**config.mk**
```make
export PLATFORM = sky130hd
export DESIGN_NAME = quad_encoder_decoder_flat
export DESIGN_NICKNAME = d
export VERILOG_FILES = /design/src/rtl/quad_pkg.sv /design/src/rtl/quad_encoder_decoder_if.sv /design/src/rtl/quad_sync_filter.sv /design/src/rtl/quad_encoder_decoder.sv /design/src/flat_wrapper.sv
export SDC_FILE = /design/constraint.sdc
export NUM_CORES = 1
export LEC_CHECK = 0
export CAP_MARGIN = 30
export CORE_ASPECT_RATIO = 0.75
export CORE_MARGIN = 2
export CORE_UTILIZATION = 33
export CTS_CLUSTER_SIZE = 40
export DETAILED_ROUTE_END_ITERATION = 12
export GPL_ROUTABILITY_DRIVEN = 0
export PLACE_DENSITY = 0.64
export SLEW_MARGIN = 40
export SYNTH_ARGS = -nofsm -noshare
export SYNTH_HDL_FRONTEND = slang
export SYNTH_SLANG_ARGS = --single-unit
```
**constraint.sdc**
```tcl
create_clock -name clk -period 3.4 [get_ports clk]
set_input_delay 0.85 -clock clk [delete_from_list [all_inputs] [get_ports clk]]
set_output_delay 0.85 -clock clk [all_outputs]
set_load 0.005 [all_outputs]
```
**src/rtl/quad_pkg.sv**
```systemverilog
//------------------------------------------------------------------------------
// Module : quad_pkg
// Brief  : Shared types and helpers for the quadrature encoder front end.
// Rev    : 1.0 - initial release
//------------------------------------------------------------------------------
`default_nettype none

package quad_pkg;

    typedef enum logic [1:0] {
        X1 = 2'b00,
        X2 = 2'b01,
        X4 = 2'b10
    } quad_mode_t;

    // Encoding is {A,B}, so the filtered inputs map straight onto a state.
    typedef enum logic [1:0] {
        S00 = 2'b00,
        S10 = 2'b10,
        S11 = 2'b11,
        S01 = 2'b01
    } dec_state_t;

    function automatic int startup_cyc(input int sync_stages, input int filt_len);
        return sync_stages + filt_len + 1;
    endfunction

    localparam int SYNC_STAGES_DEF = 2;
    localparam int FILT_LEN_DEF    = 4;
    localparam int STARTUP_CYC     = startup_cyc(SYNC_STAGES_DEF, FILT_LEN_DEF);

    function automatic dec_state_t fwd_next(input dec_state_t s);
        case (s)
            S00:     return S10;
            S10:     return S11;
            S11:     return S01;
            default: return S00;
        endcase
    endfunction

endpackage

`default_nettype wire

```
**src/rtl/quad_encoder_decoder_if.sv**
```systemverilog
//------------------------------------------------------------------------------
// Module : quad_encoder_decoder_if
// Brief  : Encoder inputs, control and status bundle for quad_encoder_decoder.
// Rev    : 1.0 - initial release
//------------------------------------------------------------------------------
`default_nettype none

interface quad_encoder_decoder_if #(
    parameter int CNT_W = 16
);
    logic             a_in;
    logic             b_in;
    logic [1:0]       mode;
    logic             sat_en;
    logic [CNT_W-1:0] limit;
    logic             clear;
    logic             err_clr;
    logic [CNT_W-1:0] count;
    logic             dir;
    logic             step;
    logic             zero_pulse;
    logic             err;

    modport master (
        output a_in, b_in, mode, sat_en, limit, clear, err_clr,
        input  count, dir, step, zero_pulse, err
    );

    modport slave (
        input  a_in, b_in, mode, sat_en, limit, clear, err_clr,
        output count, dir, step, zero_pulse, err
    );
endinterface

`default_nettype wire

```
**src/rtl/quad_sync_filter.sv**
```systemverilog
//------------------------------------------------------------------------------
// Module : quad_sync_filter
// Brief  : Synchroniser chain plus stability-count glitch filter, one input.
// Rev    : 1.0 - initial release
//------------------------------------------------------------------------------
`default_nettype none

module quad_sync_filter #(
    parameter int SYNC_STAGES = 2,
    parameter int FILT_LEN    = 4
) (
    input  wire  clk,
    input  wire  reset,
    input  wire  din,
    output logic dout
);
    localparam int CW = (FILT_LEN > 1) ? $clog2(FILT_LEN) : 1;

    logic [SYNC_STAGES-1:0] r_sync;
    logic [CW-1:0]          r_cnt;
    logic                   r_filt;

    // The FILT_LEN-th consecutive differing sample is the one that commits.
    always_ff @(posedge clk) begin
        if (reset) begin
            r_sync <= '0;
            r_cnt  <= '0;
            r_filt <= 1'b0;
        end else begin
            r_sync <= {r_sync[SYNC_STAGES-2:0], din};
            if (r_sync[SYNC_STAGES-1] != r_filt) begin
                if (r_cnt == CW'(FILT_LEN - 1)) begin
                    r_filt <= r_sync[SYNC_STAGES-1];
                    r_cnt  <= '0;
                end else begin
                    r_cnt <= r_cnt + CW'(1);
                end
            end else begin
                r_cnt <= '0;
            end
        end
    end

    assign dout = r_filt;

endmodule

`default_nettype wire

```
**src/rtl/quad_encoder_decoder.sv**
```systemverilog
//------------------------------------------------------------------------------
// Module : quad_encoder_decoder
// Brief  : Quadrature decoder with x1/x2/x4 counting, wrap/saturate range.
// Rev    : 1.0 - initial release
//------------------------------------------------------------------------------
`default_nettype none

module quad_encoder_decoder
    import quad_pkg::*;
#(
    parameter int CNT_W       = 16,
    parameter int SYNC_STAGES = 2,
    parameter int FILT_LEN    = 4
) (
    input  wire                    clk,
    input  wire                    reset,
    quad_encoder_decoder_if.slave  bus
);
    localparam int START_CYC = startup_cyc(SYNC_STAGES, FILT_LEN);
    localparam int SC_W      = $clog2(START_CYC + 1);

    logic             w_a;
    logic             w_b;
    dec_state_t       r_state;
    dec_state_t       w_next;
    logic [1:0]       w_prev_ab;
    logic [1:0]       w_next_ab;
    logic [SC_W-1:0]  r_start;
    logic             w_armed;
    logic             w_change;
    logic             w_illegal;
    logic             w_fwd;
    logic             w_count_en;
    logic             w_step;
    quad_mode_t       w_mode;
    logic [CNT_W-1:0] r_count;
    logic [CNT_W-1:0] w_stepped;
    logic             r_dir;
    logic             r_step;
    logic             r_zero;
    logic             r_err;

    quad_sync_filter #(.SYNC_STAGES(SYNC_STAGES), .FILT_LEN(FILT_LEN)) u_filt_a (
        .clk   (clk),
        .reset (reset),
        .din   (bus.a_in),
        .dout  (w_a)
    );

    quad_sync_filter #(.SYNC_STAGES(SYNC_STAGES), .FILT_LEN(FILT_LEN)) u_filt_b (
        .clk   (clk),
        .reset (reset),
        .din   (bus.b_in),
        .dout  (w_b)
    );

    always_comb begin
        w_next_ab  = {w_a, w_b};
        w_next     = dec_state_t'(w_next_ab);
        w_prev_ab  = r_state;
        w_armed    = (r_start == SC_W'(START_CYC));
        w_change   = (w_next_ab != w_prev_ab);
        w_illegal  = ((w_prev_ab ^ w_next_ab) == 2'b11);
        w_fwd      = (w_next == fwd_next(r_state));
        w_mode     = (bus.mode == 2'b11) ? X4 : quad_mode_t'(bus.mode);
        w_count_en = 1'b1;
        case (w_mode)
            X1:      w_count_en = ((r_state == S00) && (w_next == S10)) ||
                                  ((r_state == S10) && (w_next == S00));
            X2:      w_count_en = (w_prev_ab[1] != w_next_ab[1]);
            default: w_count_en = 1'b1;
        endcase
        w_step = w_change && !w_illegal && w_armed && w_count_en;

        // Forward saturates/wraps at or above limit so a lowered limit still bounds the count.
        if (w_fwd) begin
            if (r_count >= bus.limit)
                w_stepped = bus.sat_en ? bus.limit : '0;
            else
                w_stepped = r_count + CNT_W'(1);
        end else begin
            if (r_count == '0)
                w_stepped = bus.sat_en ? '0 : bus.limit;
            else
                w_stepped = r_count - CNT_W'(1);
        end
    end

    always_ff @(posedge clk) begin
        if (reset) begin
            r_state <= S00;
            r_start <= '0;
            r_count <= '0;
            r_dir   <= 1'b0;
            r_step  <= 1'b0;
            r_zero  <= 1'b0;
            r_err   <= 1'b0;
        end else begin
            if (!w_armed)
                r_start <= r_start + SC_W'(1);
            r_state <= w_next;
            r_step  <= w_step;
            r_zero  <= 1'b0;
            if (w_step)
                r_dir <= w_fwd;
            if (bus.clear) begin
                r_count <= '0;
            end else if (w_step) begin
                r_count <= w_stepped;
                r_zero  <= (w_stepped == '0) && (r_count != '0);
            end
            if (w_change && w_illegal && w_armed)
                r_err <= 1'b1;
            else if (bus.err_clr)
                r_err <= 1'b0;
        end
    end

    assign bus.count      = r_count;
    assign bus.dir        = r_dir;
    assign bus.step       = r_step;
    assign bus.zero_pulse = r_zero;
    assign bus.err        = r_err;

endmodule

`default_nettype wire

```
**src/flat_wrapper.sv**
```systemverilog
// flat-port wrapper written by rule: the top's interface ports become plain ports
module quad_encoder_decoder_flat import quad_pkg::*;
#(
    parameter int CNT_W       = 16,
    parameter int SYNC_STAGES = 2,
    parameter int FILT_LEN    = 4
)
  (clk, reset, bus_a_in, bus_b_in, bus_mode, bus_sat_en, bus_limit, bus_clear, bus_err_clr, bus_count, bus_dir, bus_step, bus_zero_pulse, bus_err);
  quad_encoder_decoder_if #(.CNT_W(CNT_W)) bus_i ();
  input  wire clk;
  input  wire reset;
  input wire logic [$bits(bus_i.a_in)-1:0] bus_a_in;
  input wire logic [$bits(bus_i.b_in)-1:0] bus_b_in;
  input wire logic [$bits(bus_i.mode)-1:0] bus_mode;
  input wire logic [$bits(bus_i.sat_en)-1:0] bus_sat_en;
  input wire logic [$bits(bus_i.limit)-1:0] bus_limit;
  input wire logic [$bits(bus_i.clear)-1:0] bus_clear;
  input wire logic [$bits(bus_i.err_clr)-1:0] bus_err_clr;
  output wire logic [$bits(bus_i.count)-1:0] bus_count;
  output wire logic [$bits(bus_i.dir)-1:0] bus_dir;
  output wire logic [$bits(bus_i.step)-1:0] bus_step;
  output wire logic [$bits(bus_i.zero_pulse)-1:0] bus_zero_pulse;
  output wire logic [$bits(bus_i.err)-1:0] bus_err;
  assign bus_i.a_in = bus_a_in;
  assign bus_i.b_in = bus_b_in;
  assign bus_i.mode = bus_mode;
  assign bus_i.sat_en = bus_sat_en;
  assign bus_i.limit = bus_limit;
  assign bus_i.clear = bus_clear;
  assign bus_i.err_clr = bus_err_clr;
  assign bus_count = bus_i.count;
  assign bus_dir = bus_i.dir;
  assign bus_step = bus_i.step;
  assign bus_zero_pulse = bus_i.zero_pulse;
  assign bus_err = bus_i.err;
  quad_encoder_decoder #(.CNT_W(CNT_W), .SYNC_STAGES(SYNC_STAGES), .FILT_LEN(FILT_LEN)) u_core (.clk(clk), .reset(reset), .bus(bus_i));
endmodule
```
After elaboration in Yosys (flattened, before gate mapping) --
Index checks and enable logic that the tools add are counted.
Cells by class: add/subtract/negate cells 5, $lt $le $gt $ge 1, equality and inequality tests 14, multiplexer cells 10, bitwise logic cells 4, reductions and logical operators 23
Operator list (number):
- $mux W16 | 5
- $logic_not A16 Y1 | 2
- $add A16 B1 Y16 const B | 1
- $ge A16 B16 Y1 | 1
- $reduce_bool A16 Y1 | 1
- $sub A16 B1 Y16 const B | 1
- $eq A2 B2 Y1 const B | 7
- $reduce_or A3 Y1 | 3
- $logic_and A1 B1 Y1 | 8
- $logic_not A2 Y1 | 3
- $pmux W2 S3 | 1
- $add A2 B1 Y2 const B | 2
- $reduce_and A2 Y1 | 2
- $add A3 B1 Y3 const B | 1
- $eq A3 B3 Y1 const B | 1
- $ne A1 B1 Y1 | 3
- $not A1 Y1 | 3
- $eq A2 B1 Y1 const B | 1
- $eq A2 B2 Y1 | 1
- $mux W1 | 2
- $mux W2 | 1
- $ne A2 B2 Y1 | 1
- $pmux W1 S2 | 1
- $reduce_bool A2 Y1 | 1
- other kinds (4) | 4
Word-level totals: bits in registers 35, input port bits 25, output and inout port bits 20, logic and storage cells 70

Longest topological paths before layout --
Gate-level depths: netlist of run 1.
depth after elaboration 8, mapped depth 12

By module --
A second synthesis of run 1 with hierarchy kept.
Unflattened totals: cells, all modules 374, area total of the unflattened synthesis 2919.0 um2
Modules (own cells, without submodules):
- quad_encoder_decoder | times used 1, cells each 348, area an instance 2581.2 um2, sequential area each 500.5 um2
- quad_sync_filter | times used 2, cells each 13, area an instance 168.9 um2, sequential area each 100.1 um2

Worst setup path before layout of run 1 --
OpenSTA, ideal clock, no wires.
kind in2reg, start input port bus_limit[0], end register u_core.r_zero, in the netlist u_core.bus.zero_pulse, setup time 0.061 ns, data arrival time 3.019 ns, setup slack 0.320 ns, stages on the path 9, path buffers 0, cell sequence ha_1 > nand2b_4 > a2111o_1 > a32oi_4 > a211oi_1 > o31a_1 > a2111oi_2 > nand3_1 > and4b_1
On the way: cells in the longest elaborated chain, start to end 5, elaborated cells between the ends (all ways) 8, classes of those cells 1 x order compare; 5 x mux; 2 x reduce/logical
Ends and longest elaborated chain:
- start, declared | RTL line flat_wrapper.sv:16 | input wire logic [$bits(bus_i.limit)-1:0] bus_limit;
- $ge A16 B16 Y1 (tied with other cells) | RTL line quad_encoder_decoder.sv:77 | if (r_count >= bus.limit)
- $mux W16, on equally long branches | RTL line quad_encoder_decoder.sv:77, quad_encoder_decoder.sv:82
- $mux W16 (*) | RTL line quad_encoder_decoder.sv:76 | if (w_fwd) begin
- $logic_not A16 Y1 (*) | RTL line quad_encoder_decoder.sv:110 | r_zero <= (w_stepped == '0) && (r_count != '0);
- $logic_and A1 B1 Y1 (*) | RTL line quad_encoder_decoder.sv:110
- end signal, assigned | RTL line quad_encoder_decoder.sv:110
- end, declared | RTL line quad_encoder_decoder.sv:40 | logic r_zero;
Mark *: on every way between the ends. The rest lies on a longest branch, timed or not. A chain may end at the register's enable or synchronous reset.

Worst setup path in the final report of run 1 --
Ends and elaborated chain as after synthesis.

==> impl_metrics.env, run 1 <==
export IMPL_drc=0
export IMPL_maxSlewViolCount=0
export IMPL_synth_edf_count=0
export IMPL_layout_drive_gt1_share_pct=23.37
export IMPL_setup_viol=0
export IMPL_synth_compound_area_share_pct=20.74
export IMPL_synth_seq_cells=35
export IMPL_syn_area_um2=3083
export IMPL_grt_antenna_before_repair=0
export IMPL_cts_made_buffers=5
export IMPL_area_growth_pct=38.72
export IMPL_track_usage_pct=20.44
export IMPL_synth_avg_cell_area_um2=7.785
export IMPL_holdWs_ns=0.4191
export IMPL_hold_class="reg -> reg"
export IMPL_syn_num_nets=445
export IMPL_status="completed"
export IMPL_path_buf_inv=2
export IMPL_synthCells=396
export IMPL_numPlacedInstances=592
export IMPL_port_buffers=44
export IMPL_cts_sinks=35
export IMPL_relSlewSlack_pct=49.38
export IMPL_clockRootBuffer="clkbuf_16"
export IMPL_path_delay_family="compound AO/OA/AOI/OAI gates"
export IMPL_finalPower_mw=1.036
export IMPL_synth_seq_area_share_pct=22.73
export IMPL_synth_async_reset_ratio_pct=0
export IMPL_path_class="in -> reg"
export IMPL_tightest_slew_ns=0.7593
export IMPL_antenna_cells=0
export IMPL_synthTopCellsByCount="41 x nand2_1, 35 x dfxtp_1, 32 x nor2_1, 30 x a21oi_1, 25 x inv_1"
export IMPL_power_leakage_nw=1.825
export IMPL_cpMaxStageDelayCell="a2111o_1"
export IMPL_clkTransAtPathRegs_ns=0.06
export IMPL_synth_simple_area_share_pct=27.39
export IMPL_drt_initial_drc_count=436
export IMPL_synth_area_leaders="dfxtp_1 23%, ha_1 9.7%, nand2_1 5.0%, a21oi_1 4.9%, xor2_1 4.8%"
export IMPL_io_pin_count=45
export IMPL_cts_tree="done"
export IMPL_fin_cells=603
export IMPL_fin_skew_ns=0.004093
export IMPL_finalCritPeriodShare_pct=96.14
export IMPL_htreeDepth=2
export IMPL_rr_startpoint="u_core.bus.count[1]"
export IMPL_min_period_ns=3.269
export IMPL_maxCapViolations=0
export IMPL_slowest_delay_ns=0.39
export IMPL_synth_top_area_cell="dfxtp_1"
export IMPL_wl_per_cell_um=16.43
export IMPL_ys_warn_count=0
export IMPL_cellPowerDensity_nw_per_um2=242.1
export IMPL_arrival_ns=3.50
export IMPL_routed_via_density=5.396
export IMPL_hp_start="u_core.u_filt_b.r_cnt[0]"
export IMPL_yosysMostFrequentCell="nand2_1"
export IMPL_wl_mm=9.910
export IMPL_synth_top_family_by_area="simple AND/OR/NAND/NOR gates"
export IMPL_ir_worst_vdd_v=0.0001586
export IMPL_vias=3254
export IMPL_hpwlAfterDp_mm=7.234
export IMPL_cp_cell_sequence="dlygate4sd2_1, ha_1, nand2b_4, a2111o_1, a32oi_4, and2_4, buf_8, o211ai_1, a2111oi_4, nand3_2, and4b_1"
export IMPL_start_kind="primary input"
export IMPL_row_count=30
export IMPL_fillCellCount=891
export IMPL_start_util_pct=34.08
export IMPL_first_global_vias=3122
export IMPL_endpoint_kind="flip-flop"
export IMPL_grt_max_degree=20
export IMPL_fin_area_um2=4277
export IMPL_die_height_um=87.71
export IMPL_final_nets=523
export IMPL_crit_fanout=10
export IMPL_synth_top_cell_area_share_pct=22.73
export IMPL_die_w_um=115.6
export IMPL_muxShareOfSynthArea_pct=1.623
export IMPL_postCtsHoldBufs=0
export IMPL_critical_path_startpoint="bus_limit[0]"
export IMPL_core_region_area_um2=9046
export IMPL_grt_pass1_wl_mm=15.95
export IMPL_first_pass_iters=5
export IMPL_antenna_left=0
export IMPL_synth_cell_types=60
export IMPL_cts_buffer_depth=2
export IMPL_grt_overflow=0
export IMPL_fmax_mhz=305.9
export IMPL_final_hold_viol_count=0
export IMPL_synthFlopType="dfxtp_1"
export IMPL_synth_fa_ha_area_share_pct=9.740
export IMPL_post_dp_cell_area_um2=3896
export IMPL_r2r_slack_ns=0.39
export IMPL_clkLatencyLatePin_ns=0.29
export IMPL_synth_xor_area_share_pct=8.239
export IMPL_die_area_um2=10140
export IMPL_required_ns=3.64
-- cells in the final DEF (no fill, tap or decap), types with 8 or more instances in the layout --
cell type        instances
a31oi_1                  8
xor2_1                  17
buf_4                   56
nand2_1                 39
ha_4                     9
nor3_1                  11
a21oi_1                 27
nand4_1                 12
xnor2_1                 12
dfxtp_1                 35
inv_1                   16
dlymetal6s2s_1           9
ha_1                    15
clkdlybuf4s50_1         28
nand3_1                 20
o21ai_0                 12
inv_2                    9
nor2_1                  31
-- through the flow --
step | setup TNS (ns) | utilization, % | setup WS, ns
global placement | -2.308 | 43.07 | -0.4964
finish | 0 | 47.28 | 0.1314
detailed placement | -3.145 | 43.07 | -0.5299
CTS | 0 | 45.99 | 0.001887
global route | -0.01348 | 47.28 | -0.01348
floorplan | 0 | - | 0.3198
-- kinds of logic (layout without fill, tap and decap cells) --
group | after synthesis | in the layout
and+or+nand+nor | 157 | 157
AOI/OAI and AO/OA | 90 | 90
buffers and inverters | 56 | 135
DFF | 35 | 35
xor gates and xnor gates | 29 | 29
adders and majority gates | 24 | 24
muxes | 5 | 5
-- path summary, 6_finish.rpt --
check	cells past startpoint	to
max reg2reg	9	u_core.bus.zero_pulse
max	11	u_core.bus.zero_pulse
min	1	u_core.u_filt_b.r_cnt[0]
min reg2reg	1	u_core.u_filt_b.r_cnt[0]
-- power by group --
part	leakage [nW]	internal (mW)	total, mW	switching, mW
registers	0.283	0.416	0.420	0.00318
logic	1.48	0.0714	0.136	0.0651
clock network	0.0664	0.274	0.480	0.205
total	1.83	0.762	1.04	0.274
-- registers in the layout, indices dropped and copies added, names as in the netlist, 2 cells and up --
name	cells
u_core.u_filt_a.r_cnt	2
u_core.r_start	3
u_core.bus.count	16
u_core.u_filt_b.r_cnt	2
u_core.r_state	2
u_core.u_filt_a.r_sync	2
u_core.u_filt_b.r_sync	2
-- per-layer routing --
layer	global-route usage (%)	wire length [um]	up-vias
met2	30.94	4129	175
li1	-	-	1572
met4	6.926	233	0
met3	6.021	1072	29
met1	27.86	4474	1478
met5	0	0	-
-- final cells by class --
class	instances	area [um^2]	area share, %
sequential	35	700.7	16.38
inverter	25	93.84	2.194
clock buffer	5	125.1	2.926
clock inverter	3	23.77	0.5559
timing repair buffer	102	900.9	21.06
tap	128	160.2	3.745
multi-input combinational	305	2272	53.13
-- worst register-to-register path: stages, from the launching register on --
cell	delay (ns)
dfxtp_1	0.60
ha_1	0.32
a2111o_1	0.45
a32oi_4	0.39
and2_4	0.23
buf_8	0.15
o211ai_1	0.20
a2111oi_4	0.25
nand3_2	0.13
and4b_1	0.25
-- what timing repair did --
action	in CTS	in global routing
setup buffers	1	2
resized for setup	27	26
hold endpoints to repair	0	0
pin swaps	7	12
endpoints found under the setup margin	2	3
No activity file was read; power rests on OpenSTA's default activity.
==> run 2, diff against run 1 <==
- PLACE_DENSITY: 0.64 -> unset
==> impl_metrics.env, run 2 (same netlist as run 1, synthesis figures left out) <==
export IMPL_status="completed"
export IMPL_clkLatencyLatePin_ns=0.28
export IMPL_maxCapViolations=0
export IMPL_tns_ns=0
export IMPL_hp_start="u_core.u_filt_b.r_cnt[0]"
export IMPL_finalCoreUtilization_pct=46.94
export IMPL_finalPower_mw=1.123
export IMPL_min_period_ns=3.392
export IMPL_cts_sinks=35
export IMPL_fin_skew_ns=0.002655
export IMPL_cts_made_buffers=5
export IMPL_die_area_um2=10140
export IMPL_final_nets=524
export IMPL_start_util_pct=34.08
export IMPL_drt_initial_drc_count=336
export IMPL_largest_reg_flops=16
export IMPL_required_ns=3.62
export IMPL_arrival_ns=3.62
export IMPL_antenna_cells=0
export IMPL_crit_fanout=9
export IMPL_cts_tree="done"
export IMPL_finalCritPeriodShare_pct=99.75
export IMPL_layout_common_cells="57 x buf_4, 39 x nand2_1, 36 x clkdlybuf4s50_1, 35 x dfxtp_1, 32 x nor2_1"
export IMPL_post_dp_cell_area_um2=3919
export IMPL_ff2ff_path_depth=10
export IMPL_die_w_um=115.6
export IMPL_maxSlewViolCount=0
export IMPL_rsz0062_at_grt="true"
export IMPL_hold_class="reg -> reg"
export IMPL_holdWs_ns=0.4164
export IMPL_first_pass_iters=6
export IMPL_first_global_vias=2923
export IMPL_holdPathStages=1
export IMPL_grt_max_degree=20
export IMPL_port_buffers=44
export IMPL_io_pin_count=45
export IMPL_rr_startpoint="u_core.bus.count[1]"
export IMPL_tightest_slew_ns=0.6943
export IMPL_cts_buffer_depth=2
export IMPL_cellPowerDensity_nw_per_um2=264.4
export IMPL_setup_viol=0
export IMPL_cpMaxStageDelayCell="clkdlybuf4s50_1"
export IMPL_critical_path_startpoint="bus_limit[12]"
export IMPL_worst_slack_ns=0.008359
export IMPL_power_leakage_nw=1.807
export IMPL_final_common_cell="buf_4"
export IMPL_r2r_slack_ns=0.44
export IMPL_grt_antenna_before_repair=0
export IMPL_ir_worst_vdd_v=0.0002109
export IMPL_hold_end="u_core.u_filt_b.r_cnt[0]"
export IMPL_grt_overflow=0
export IMPL_place_ws_ns=-0.5418
export IMPL_postCtsHoldBufs=0
export IMPL_htreeDepth=2
export IMPL_drc=0
export IMPL_clkTransAtPathRegs_ns=0.06
export IMPL_track_usage_pct=19.61
export IMPL_area_growth_pct=37.74
export IMPL_fin_cells=604
export IMPL_grt_pass1_wl_mm=15.29
export IMPL_cp_cell_sequence="clkdlybuf4s50_1, inv_1, ha_4, nand4_4, nor4_4, a32oi_4, and2_4, buf_6, a221oi_4, o2111a_1, nand3_1, and4b_1"
export IMPL_fin_area_um2=4247
export IMPL_die_height_um=87.71
export IMPL_start_kind="primary input"
export IMPL_rr_endpoint="u_core.bus.zero_pulse"
export IMPL_row_count=30
export IMPL_fmax_mhz=294.8
export IMPL_layout_drive_gt1_share_pct=21.22
export IMPL_path_class="in -> reg"
export IMPL_antenna_left=0
export IMPL_slowest_delay_ns=0.48
export IMPL_vias=3246
export IMPL_final_hold_viol_count=0
export IMPL_fillCellCount=899
export IMPL_clockRootBuffer="clkbuf_16"
export IMPL_relSlewSlack_pct=53.60
export IMPL_hpwlAfterDp_mm=7.416
export IMPL_endpoint_kind="flip-flop"
export IMPL_core_region_area_um2=9046
export IMPL_numPlacedInstances=595
export IMPL_routed_via_density=5.374
export IMPL_wl_mm=10.11
export IMPL_wl_per_cell_um=16.75
run 2: final cells by class:
cell class                      count  area, um^2  share of cell area [%]
Timing Repair Buffer              103       895.9                   21.10
Inverter                           25       93.84                   2.210
Clock inverter                      2       38.79                  0.9134
Clock buffer                        6       138.9                   3.270
Multi-Input combinational cell    305        2218                   52.24
Tap cell                          128       160.2                   3.771
Sequential cell                    35       700.7                   16.50
run 2: metal layers:
layer  vias to the layer above  wire length (um)  GRT usage (%)
met5                         -                 0              0
met4                         0               156          4.978
met3                        22              1016          3.668
met2                       157              4307          29.88
met1                      1498              4634          28.51
li1                       1569                 -              -
run 2: what timing repair did:
item / CTS / global route
endpoints found under the setup margin: 3 / 6
gates resized for setup: 15 / 18
buffers inserted: 1 / 0
endpoints found under the hold margin: 0 / 0
pin swaps: 8 / 8
run 2: how the worst max path moves through the flow:
| stage | slack, ns | cells past startpoint | to |
|---|---|---|---|
| after global routing | -0.10 | 12 | u_core.bus.zero_pulse |
| final | 0.008 | 12 | u_core.bus.zero_pulse |
| after CTS | 0.003 | 13 | u_core.bus.zero_pulse |
| after global placement | -0.49 | 12 | u_core.bus.zero_pulse |
| after floorplan | 0.32 | 9 | u_core.bus.zero_pulse |
| after detailed placement | -0.54 | 12 | u_core.bus.zero_pulse |
run 2: report_power, final:
part           total, mW  internal [mW]  switching (mW)
Sequential         0.419          0.416         0.00303
Clock              0.566          0.369           0.197
Combinational      0.138         0.0731          0.0645
run 2: worst max-delay path, delay by kind of cell:
kind            cells  cell delay [ns]
compound gates      3             0.75
fa+ha+maj           1             0.28
buf+inv             3             0.70
simple gates        5             1.03
==> run 3, diff against run 2 <==
- SLEW_MARGIN: 40 -> unset
==> results of run 3 <==
The final DEF is identical to that of run 2; final timing and power are the same.
